==> src/rtl/display_pkg.sv <==
// Shared constants, segment decode and double-dabble helper for the score display.
package display_pkg;

    localparam int BCD_DIGITS = 8;
    localparam int BCD_W      = BCD_DIGITS * 4;
    localparam int unsigned SCORE_MAX = 99_999_999;

    // Segment codes {g,f,e,d,c,b,a}, active-low
    localparam logic [6:0] SEG_0   = 7'h40;
    localparam logic [6:0] SEG_1   = 7'h79;
    localparam logic [6:0] SEG_2   = 7'h24;
    localparam logic [6:0] SEG_3   = 7'h30;
    localparam logic [6:0] SEG_4   = 7'h19;
    localparam logic [6:0] SEG_5   = 7'h12;
    localparam logic [6:0] SEG_6   = 7'h02;
    localparam logic [6:0] SEG_7   = 7'h78;
    localparam logic [6:0] SEG_8   = 7'h00;
    localparam logic [6:0] SEG_9   = 7'h10;
    localparam logic [6:0] SEG_OFF = 7'h7F;

    typedef enum logic [1:0] {
        ST_IDLE = 2'd0,
        ST_CONV = 2'd1,
        ST_LOAD = 2'd2
    } conv_state_t;

    function automatic logic [6:0] seg_decode(input logic [3:0] d);
        case (d)
            4'd0:    return SEG_0;
            4'd1:    return SEG_1;
            4'd2:    return SEG_2;
            4'd3:    return SEG_3;
            4'd4:    return SEG_4;
            4'd5:    return SEG_5;
            4'd6:    return SEG_6;
            4'd7:    return SEG_7;
            4'd8:    return SEG_8;
            4'd9:    return SEG_9;
            default: return SEG_OFF;
        endcase
    endfunction

    // Add-3 correction applied to every nibble before each shift
    function automatic logic [BCD_W-1:0] dd_adjust(input logic [BCD_W-1:0] b);
        logic [BCD_W-1:0] r;
        r = b;
        for (int i = 0; i < BCD_DIGITS; i++) begin
            if (b[i*4 +: 4] >= 4'd5)
                r[i*4 +: 4] = b[i*4 +: 4] + 4'd3;
        end
        return r;
    endfunction

endpackage

==> src/rtl/score_display_if.sv <==
// Valid/ready score handshake between the game engine and the display back-end.
interface score_display_if #(
    parameter int VALUE_W = 27
);
    logic [VALUE_W-1:0] value_in;
    logic               value_valid;
    logic               value_ready;

    modport master (output value_in, output value_valid, input value_ready);
    modport slave  (input value_in, input value_valid, output value_ready);
endinterface

==> src/rtl/bin2bcd_seq.sv <==
// Sequential double-dabble: captures a score, converts over VALUE_W cycles,
// then pulses load for one cycle with the BCD result stable.
module bin2bcd_seq
    import display_pkg::*;
#(
    parameter int VALUE_W = 27
) (
    input  logic               clk,
    input  logic               rst,
    input  logic [VALUE_W-1:0] value_in,
    input  logic               value_valid,
    output logic               value_ready,
    output logic               busy,
    output logic [BCD_W-1:0]   bcd,
    output logic               load
);

    localparam int STEP_W = $clog2(VALUE_W + 1);

    conv_state_t        state, state_n;
    logic [VALUE_W-1:0] bin;
    logic [STEP_W-1:0]  step;
    logic [BCD_W-1:0]   adj;
    logic [63:0]        wide;
    logic [VALUE_W-1:0] sat;

    assign wide = 64'(value_in);
    assign sat  = (wide > 64'(SCORE_MAX)) ? VALUE_W'(SCORE_MAX) : value_in;
    assign adj  = dd_adjust(bcd);

    always_ff @(posedge clk or posedge rst) begin
        if (rst) state <= ST_IDLE;
        else     state <= state_n;
    end

    always_comb begin
        state_n     = state;
        value_ready = 1'b0;
        busy        = 1'b0;
        load        = 1'b0;
        case (state)
            ST_IDLE: begin
                value_ready = 1'b1;
                if (value_valid) state_n = ST_CONV;
            end
            ST_CONV: begin
                busy = 1'b1;
                if (step == STEP_W'(VALUE_W - 1)) state_n = ST_LOAD;
            end
            ST_LOAD: begin
                busy    = 1'b1;
                load    = 1'b1;
                state_n = ST_IDLE;
            end
            default: state_n = ST_IDLE;
        endcase
    end

    always_ff @(posedge clk or posedge rst) begin
        if (rst) begin
            bin  <= '0;
            bcd  <= '0;
            step <= '0;
        end else if (state == ST_IDLE && value_valid) begin
            bin  <= sat;
            bcd  <= '0;
            step <= '0;
        end else if (state == ST_CONV) begin
            {bcd, bin} <= {adj[BCD_W-2:0], bin, 1'b0};
            step       <= step + 1'b1;
        end
    end

endmodule

==> src/rtl/score_display.sv <==
// Score display top: BCD conversion, display register, digit scan and segment decode.
// Optional LEADING_ZERO_BLANK_EN turns off anodes above the highest nonzero digit.
module score_display
    import display_pkg::*;
#(
    parameter int VALUE_W      = 27,
    parameter int DIGIT_CYCLES = 100_000
) (
    input  logic              clk,
    input  logic              rst,
    score_display_if.slave    bus,
    input  logic              blank,
    output logic              busy,
    output logic [6:0]        HEX,
    output logic [7:0]        HEXAN
);

    localparam int CNT_W = (DIGIT_CYCLES > 1) ? $clog2(DIGIT_CYCLES) : 1;

    logic [BCD_W-1:0]      bcd;
    logic                  load;
    logic [BCD_W-1:0]      disp;
    logic [BCD_DIGITS-1:0] lz_off, lz_next;
    logic [CNT_W-1:0]      cnt;
    logic [2:0]            digit_idx;
    logic [3:0]            digit;

    bin2bcd_seq #(.VALUE_W(VALUE_W)) u_conv (
        .clk         (clk),
        .rst         (rst),
        .value_in    (bus.value_in),
        .value_valid (bus.value_valid),
        .value_ready (bus.value_ready),
        .busy        (busy),
        .bcd         (bcd),
        .load        (load)
    );

`ifdef LEADING_ZERO_BLANK_EN
    // Walk down from the top digit; everything above the first nonzero is off
    always_comb begin
        logic seen;
        seen    = 1'b0;
        lz_next = '0;
        for (int i = BCD_DIGITS - 1; i >= 1; i--) begin
            seen       = seen | (bcd[i*4 +: 4] != 4'd0);
            lz_next[i] = ~seen;
        end
    end
`else
    assign lz_next = '0;
`endif

    always_ff @(posedge clk or posedge rst) begin
        if (rst) begin
            disp   <= '0;
            lz_off <= '0;
        end else if (load) begin
            disp   <= bcd;
            lz_off <= lz_next;
        end
    end

    always_ff @(posedge clk or posedge rst) begin
        if (rst) begin
            cnt       <= '0;
            digit_idx <= '0;
        end else if (cnt == CNT_W'(DIGIT_CYCLES - 1)) begin
            cnt       <= '0;
            digit_idx <= digit_idx + 3'd1;
        end else begin
            cnt <= cnt + 1'b1;
        end
    end

    assign digit = disp[digit_idx*4 +: 4];

    always_ff @(posedge clk or posedge rst) begin
        if (rst) begin
            HEX   <= SEG_OFF;
            HEXAN <= 8'hFF;
        end else if (blank) begin
            HEX   <= SEG_OFF;
            HEXAN <= 8'hFF;
        end else begin
            HEX   <= seg_decode(digit);
            HEXAN <= ~(8'd1 << digit_idx) | lz_off;
        end
    end

endmodule
==> src/flat_wrapper.sv <==
// flat-port wrapper written by rule: the top's interface ports become plain ports
module score_display_flat import display_pkg::*;
#(
    parameter int VALUE_W      = 27,
    parameter int DIGIT_CYCLES = 100_000
)
  (clk, rst, blank, busy, HEX, HEXAN, bus_value_in, bus_value_valid, bus_value_ready);
  score_display_if #(.VALUE_W(VALUE_W)) bus_i ();
  input  logic clk;
  input  logic rst;
  input  logic blank;
  output logic busy;
  output logic [6:0] HEX;
  output logic [7:0] HEXAN;
  input wire logic [$bits(bus_i.value_in)-1:0] bus_value_in;
  input wire logic [$bits(bus_i.value_valid)-1:0] bus_value_valid;
  output wire logic [$bits(bus_i.value_ready)-1:0] bus_value_ready;
  assign bus_i.value_in = bus_value_in;
  assign bus_i.value_valid = bus_value_valid;
  assign bus_value_ready = bus_i.value_ready;
  score_display #(.VALUE_W(VALUE_W), .DIGIT_CYCLES(DIGIT_CYCLES)) u_core (.clk(clk), .rst(rst), .bus(bus_i), .blank(blank), .busy(busy), .HEX(HEX), .HEXAN(HEXAN));
endmodule
==> config.mk <==
export PLATFORM = sky130hd
export DESIGN_NAME = score_display_flat
export DESIGN_NICKNAME = d
export VERILOG_FILES = /design/src/rtl/display_pkg.sv /design/src/rtl/score_display_if.sv /design/src/rtl/bin2bcd_seq.sv /design/src/rtl/score_display.sv /design/src/flat_wrapper.sv
export SDC_FILE = /design/constraint.sdc
export NUM_CORES = 1
export LEC_CHECK = 0
export CAP_MARGIN = 5
export CORE_MARGIN = 1.5
export CORE_UTILIZATION = 40
export CTS_CLUSTER_SIZE = 25
export DETAILED_ROUTE_END_ITERATION = 7
export HOLD_SLACK_MARGIN = 0.15
export PLACE_DENSITY = 0.63
export SYNTH_ARGS = -nofsm -noshare
export SYNTH_HDL_FRONTEND = slang
export SYNTH_SLANG_ARGS = --single-unit
==> constraint.sdc <==
create_clock -name clk -period 5 [get_ports clk]
set_input_delay 0.5 -clock clk [delete_from_list [all_inputs] [get_ports clk]]
set_output_delay 0.5 -clock clk [all_outputs]
set_load 0.005 [all_outputs]
==> Yosys cells after proc, flatten, opt, wreduce, memory -nomap -nowiden <==
Memories as Yosys holds them, arrays and structs flattened.
Index checks and enable logic that the tools add are counted.
{ "totals": {"ff_bits": 133, "romBits": 112, "word_cells": 68, "n_memories": 1} }
{ "memory_table": {"columns": ["memory", "depth", "word_bits", "read_ports", "rd_ports_with_merged_regs", "write_ports", "line", "source"], "rows": [
  ["(no name shown)", 16, 7, 1, 0, 0, "display_pkg.sv:28", "case (d)"]
]} }
{ "op_classes": {"add_sub_neg": 11, "magnitude_cmp": 9, "n_eq_ne": 6, "n_shift": 2, "muxes": 24, "bitwise_logic": 1, "n_reduce_logical": 5} }
{ "ops": {"columns": ["op", "count"], "rows": [
  ["two-way mux 27 bit", 3],
  ["two-way mux 32 bit", 2],
  [">= comparator 4 x 3 -> 1 bit (second input constant)", 8],
  ["variable part select 32 x 6 -> 4 bit", 1],
  ["adder 4 x 2 -> 4 bit (second input constant)", 7],
  ["two-way mux 4 bit", 7],
  ["greater-than comparator 27 bit (second input constant)", 1],
  ["adder 17 x 1 -> 17 bit (second input constant)", 1],
  ["equality test 17 bit (second input constant)", 1],
  ["two-way mux 17 bit", 1],
  ["two-way mux 5 bit", 2],
  ["two-way mux 8 bit", 1],
  ["NOT 8 bit", 1],
  ["left shift 1 x 3 -> 8 bit (first input constant)", 1],
  ["two-way mux 7 bit", 1],
  ["adder 5 x 1 -> 5 bit (second input constant)", 1],
  ["equality test 5 bit (second input constant)", 1],
  ["two-way mux 2 bit", 2],
  ["inequality test 2 bit (second input constant)", 2],
  ["one-hot mux 2 bit (2 select lines)", 1],
  ["adder 3 x 1 -> 3 bit (second input constant)", 1],
  ["adder 3 x 2 -> 3 bit (second input constant)", 1],
  ["two-way mux 1 bit", 3],
  ["two-way mux 3 bit", 1],
  ["7 further kinds", 7]
]} }

==> Depth between registers and ports, before layout <==
{ "logic_depth": {"word_depth": 4, "ltp_mapped": 8, "ltp_nobuf": 7} }

==> Hierarchy <==
A second synthesis with hierarchy kept.
{ "unflattened": {"cells_unflattened": 614, "area_unflattened_um2": 6862.8} }
{ "by_module_without_submodules": {"columns": ["mod", "n_inst", "cells_per_inst", "area_per_inst_um2"], "rows": [
  ["bin2bcd_seq", 1, 386, 3768.6],
  ["score_display", 1, 228, 3094.2]
]} }

==> Worst setup path before layout <==
OpenSTA, ideal clock, no wires.
{ "synth_path": {"kind": "flip-flop to flip-flop", "start": "reg u_core.digit_idx[0]", "end": "reg u_core.HEX[5]", "t_arrival_ps": 1981, "required_time_ps": 4923, "slack_ps": 2941, "path_stages_with_launch": 8, "path_buffers": 1, "path_cell_list": "dfrtp_1 buf_6 mux4_1 mux2i_1 inv_1 ha_1 nor3_1 o21ba_2"} }
{ "synth_via": {"elab_chain_len": 3} }
{ "synth_rtl": {"columns": ["item", "line", "source"], "rows": [
  ["from (decl)", "score_display.sv:25", "logic [2:0] digit_idx;"],
  ["from (signal assigned)", "score_display.sv:70", "digit_idx <= digit_idx + 3'd1;"],
  ["variable part select 32 x 6 -> 4 bit", "score_display.sv:76", "assign digit = disp[digit_idx*4 +: 4];"],
  ["memory read (16 x 7 bit)", null, null],
  ["two-way mux 7 bit", "score_display.sv:82", "end else if (blank) begin"],
  ["to (signal assigned)", "score_display.sv:86", "HEX <= seg_decode(digit);"],
  ["to (decl)", "score_display.sv:14", "output logic [6:0] HEX,"]
]} }
No other way between the ends.
A chain may end at the register's enable or synchronous reset.

==> Final worst setup path <==
{ "layout_path": {"start": "reg u_core.u_conv.state[1]", "end": "reg u_core.u_conv.state[1]"} }
{ "layout_via": {"elab_cells_between_ends": 6, "classes_between": "eq/ne: 3; mux: 1; reduce/logical: 2"} }
{ "layout_lines": {"columns": ["item", "line", "source"], "rows": [
  ["from (decl)", "bin2bcd_seq.sv:20", "conv_state_t state, state_n;"],
  ["from (signal assigned)", "bin2bcd_seq.sv:33", "else state <= state_n;"],
  ["equality test 2 x 1 -> 1 bit or logical NOT 2 bit (tied branches)", "bin2bcd_seq.sv:41", "case (state)"],
  ["one-hot mux 2 bit (2 select lines) *", "bin2bcd_seq.sv:41", null],
  ["via u_core.u_conv.state_n[1]", "bin2bcd_seq.sv:20", null]
]} }
The timed path passes the listed nets; every way through them passes the cells marked *.

==> results.json <==
{
  "status": "finished clean",
  "hp-class": "reg -> reg",
  "ctsResizeCount": 0,
  "design_area_um2": 8080,
  "port_buffers": 47,
  "drv_cap": 0,
  "dpl.hpwl_um": 8750,
  "cp.arrival_ns": 2.87,
  "drv_slew": 0,
  "required_ns": 5.30,
  "cp.depth": 6,
  "powerDensity_nw_per_um2": 521,
  "crit_path_max_incr_delay_ns": 0.86,
  "setup_violations": 0,
  "cp_max_fo": 75,
  "critPathBufInv": 2,
  "core_um2": 16600,
  "area_growth_pct": 18.6,
  "setup_ws_ns": 2.43,
  "synth_edf_count": 0,
  "start_kind": "register",
  "wl_um": 12800,
  "crit_family": "adder cells",
  "critPathKind": "reg -> reg",
  "ant_nets": 0,
  "postSynth.asyncResetShare_pct": 100,
  "hold_viol_final": 0,
  "peakVddDrop_v": 0.000703,
  "cts_setup_buffers": 0,
  "cts.clk_slew.worst_paths_ns": 0.05,
  "avgSynthCellArea_um2": 11.1,
  "die_x_um": 133,
  "crit_slowest_cell": "ha_4",
  "grt_first_pass_wirelength_um": 22500,
  "avgViaCountPerCell": 5.29,
  "path_cells": "inv_1 > ha_4 > inv_1 > a41oi_1 > o21ai_0 > o21a_1",
  "clk_latency_ns": 0.42,
  "ys.flop_type": "dfrtp_1",
  "diodes": 0,
  "die_h_um": 133,
  "ys_seq_area_share_pct": 49.1,
  "fmax_mhz": 389,
  "synth_warnings": 0,
  "layout_min_cycle_time_ns": 2.57,
  "cts_root_buf": "clkbuf_16",
  "fin_crit_sh_pct": 51.4,
  "postCtsHoldBufs": 0,
  "netlist_area_um2": 6810,
  "power_w": 0.00421,
  "routabilityCongestion": 0.799,
  "slew_headroom_pct": 28.9,
  "cp_common_cell": "inv_1",
  "dr_total_vias": 4699,
  "layout.nets": 719,
  "gr-total-overflow": 0,
  "syn_inst": 614,
  "die_area_um2": 17800,
  "cts_buffer_depth": 2,
  "clock_sinks": 133,
  "start_util_pct": 41.1,
  "tightest_slew_ns": 1.07,
  "rows": 47,
  "cts_tree": "built",
  "synth-seq-cells": 133,
  "grt_usage_pct": 15.8,
  "post_dp_cell_area_um2": 7480,
  "synth.distinct_cells": 50,
  "power_leakage_nw": 3.52,
  "drive_gt1_share_pct": 13.6,
  "drc": 0,
  "fin_tns_setup_ns": 0,
  "final.setup_skew_ns": 0.00723,
  "numCtsBuffers": 17,
  "drtPass1Iterations": 5,
  "ioPinCount": 48,
  "grt_max_degree": 76,
  "pre_cts_ws_ns": 2.41,
  "critPathCaptureType": "register",
  "reg2reg_depth": 6,
  "hold_ws_ns": 0.493,
  "wl_per_cell_um": 14.4,
  "rsz0062_at_grt": "false",
  "syn-num-nets": 678,
  "min_path_cells": 1,
  "antenna_found_initial": 0,
  "cts_max_level": 4,
  "drt_iter0_markers": 184,
  "grt_pass1_vias": 4728
}
-- cell usage after synthesis, drive strengths merged (18+ instances only) --
library cell  instances  area (µm²)
nand2                33         126
nor2                 55         206
nand3                24         120
xnor2                22         193
a21oi                30         150
o21ai                30         150
a22oi                18         135
mux2                 33         372
mux2i                48         505
dfrtp               118        2950
ha                   33         413
inv                  31         116
-- worst paths after layout --
kind	end	slack [ns]	startpoint
worst max-delay path	u_core.u_conv.state[1]	2.43	u_core.u_conv.state[1]
worst min-delay path	u_core.cnt[0]	0.49	u_core.cnt[0]
worst max register to register	u_core.u_conv.state[1]	2.43	u_core.u_conv.state[1]
worst min register to register	u_core.cnt[0]	0.49	u_core.cnt[0]
max in group asynchronous	u_core.disp[25]	3.39	rst
min in group asynchronous	u_core.disp[31]	0.59	rst
-- metrics by stage --
step | util (%) | std cells
4_1_cts | 48.7 | 888
5_1_grt | 48.7 | 888
3_5_place_dp | 45.1 | 856
3_3_place_gp | 45.1 | 856
6_report | 48.7 | 888
2_1_floorplan | - | 614
-- flip-flops by register name, summed over array words and instances, names as in the netlist --
register / count
u_core.digit_idx: 3
u_core.u_conv.bin: 27
u_core.cnt: 17
u_core.u_conv.step: 5
u_core.u_conv.bcd: 32
u_core.u_conv.state: 2
u_core.HEXAN: 8
u_core.disp: 32
u_core.HEX: 7
-- cell families after synthesis --
family                   count (synthesis)  synth area share, %
buffers and inverters                   60                 3.56
AND/OR/NAND/NOR                        168                 12.3
XOR/XNOR                                32                 4.11
adder cells (fa/ha/maj)                 33                 6.06
AO/OA/AOI/OAI                           99                 8.84
multiplexers                            89                 16.0
flip-flops                             133                 49.1
-- metal layers --
metal | vias up | track usage (%) | part of all wire, %
met3 | 14 | 4.38 | 3.0
met2 | 75 | 25.4 | 48
met5 | - | 0 | 0
li1 | 2245 | - | -
met4 | 0 | 5.98 | 1.4
met1 | 2365 | 20.5 | 48
-- cell type report --
type / count / area [µm²]
clock inverters: 8 / 97.6
repair buffers: 51 / 500
clock buffers: 24 / 502
inverters: 31 / 119
well taps: 220 / 275
fillers: 1516 / 8510
flip-flops and latches: 133 / 3350
multi-input cells: 421 / 3240
-- layout by cell type (no fill, tap or decap), types with 8 or more instances in the layout --
cell	instances
clkbuf_16	17
mux2_2	33
dfrtp_1	118
mux2i_1	46
o21ai_0	27
nand3_1	24
nand4_1	12
nor2_1	55
a22oi_1	18
nand2b_1	11
a21oi_1	30
nand2_1	32
ha_1	32
mux4_1	8
xnor2_1	22
clkdlybuf4s50_1	47
dfstp_2	15
xor2_1	10
inv_1	29
-- worst reg2reg max path, delay by kind of cell, from the launching register on --
kind	cells	cell delay (ns)
AOI/OAI and AO/OA	3	0.65
DFF	1	0.38
buffers and inverters	2	0.57
adders and majority gates	1	0.86
-- report_power, final --
group / switching (W) / total [W] / internal (W)
clock: 0.000442 / 0.00124 / 0.000797
sequential: 0.000233 / 0.00164 / 0.00140
combinational: 0.000677 / 0.00133 / 0.000658
No activity file was read; power rests on OpenSTA's default activity.
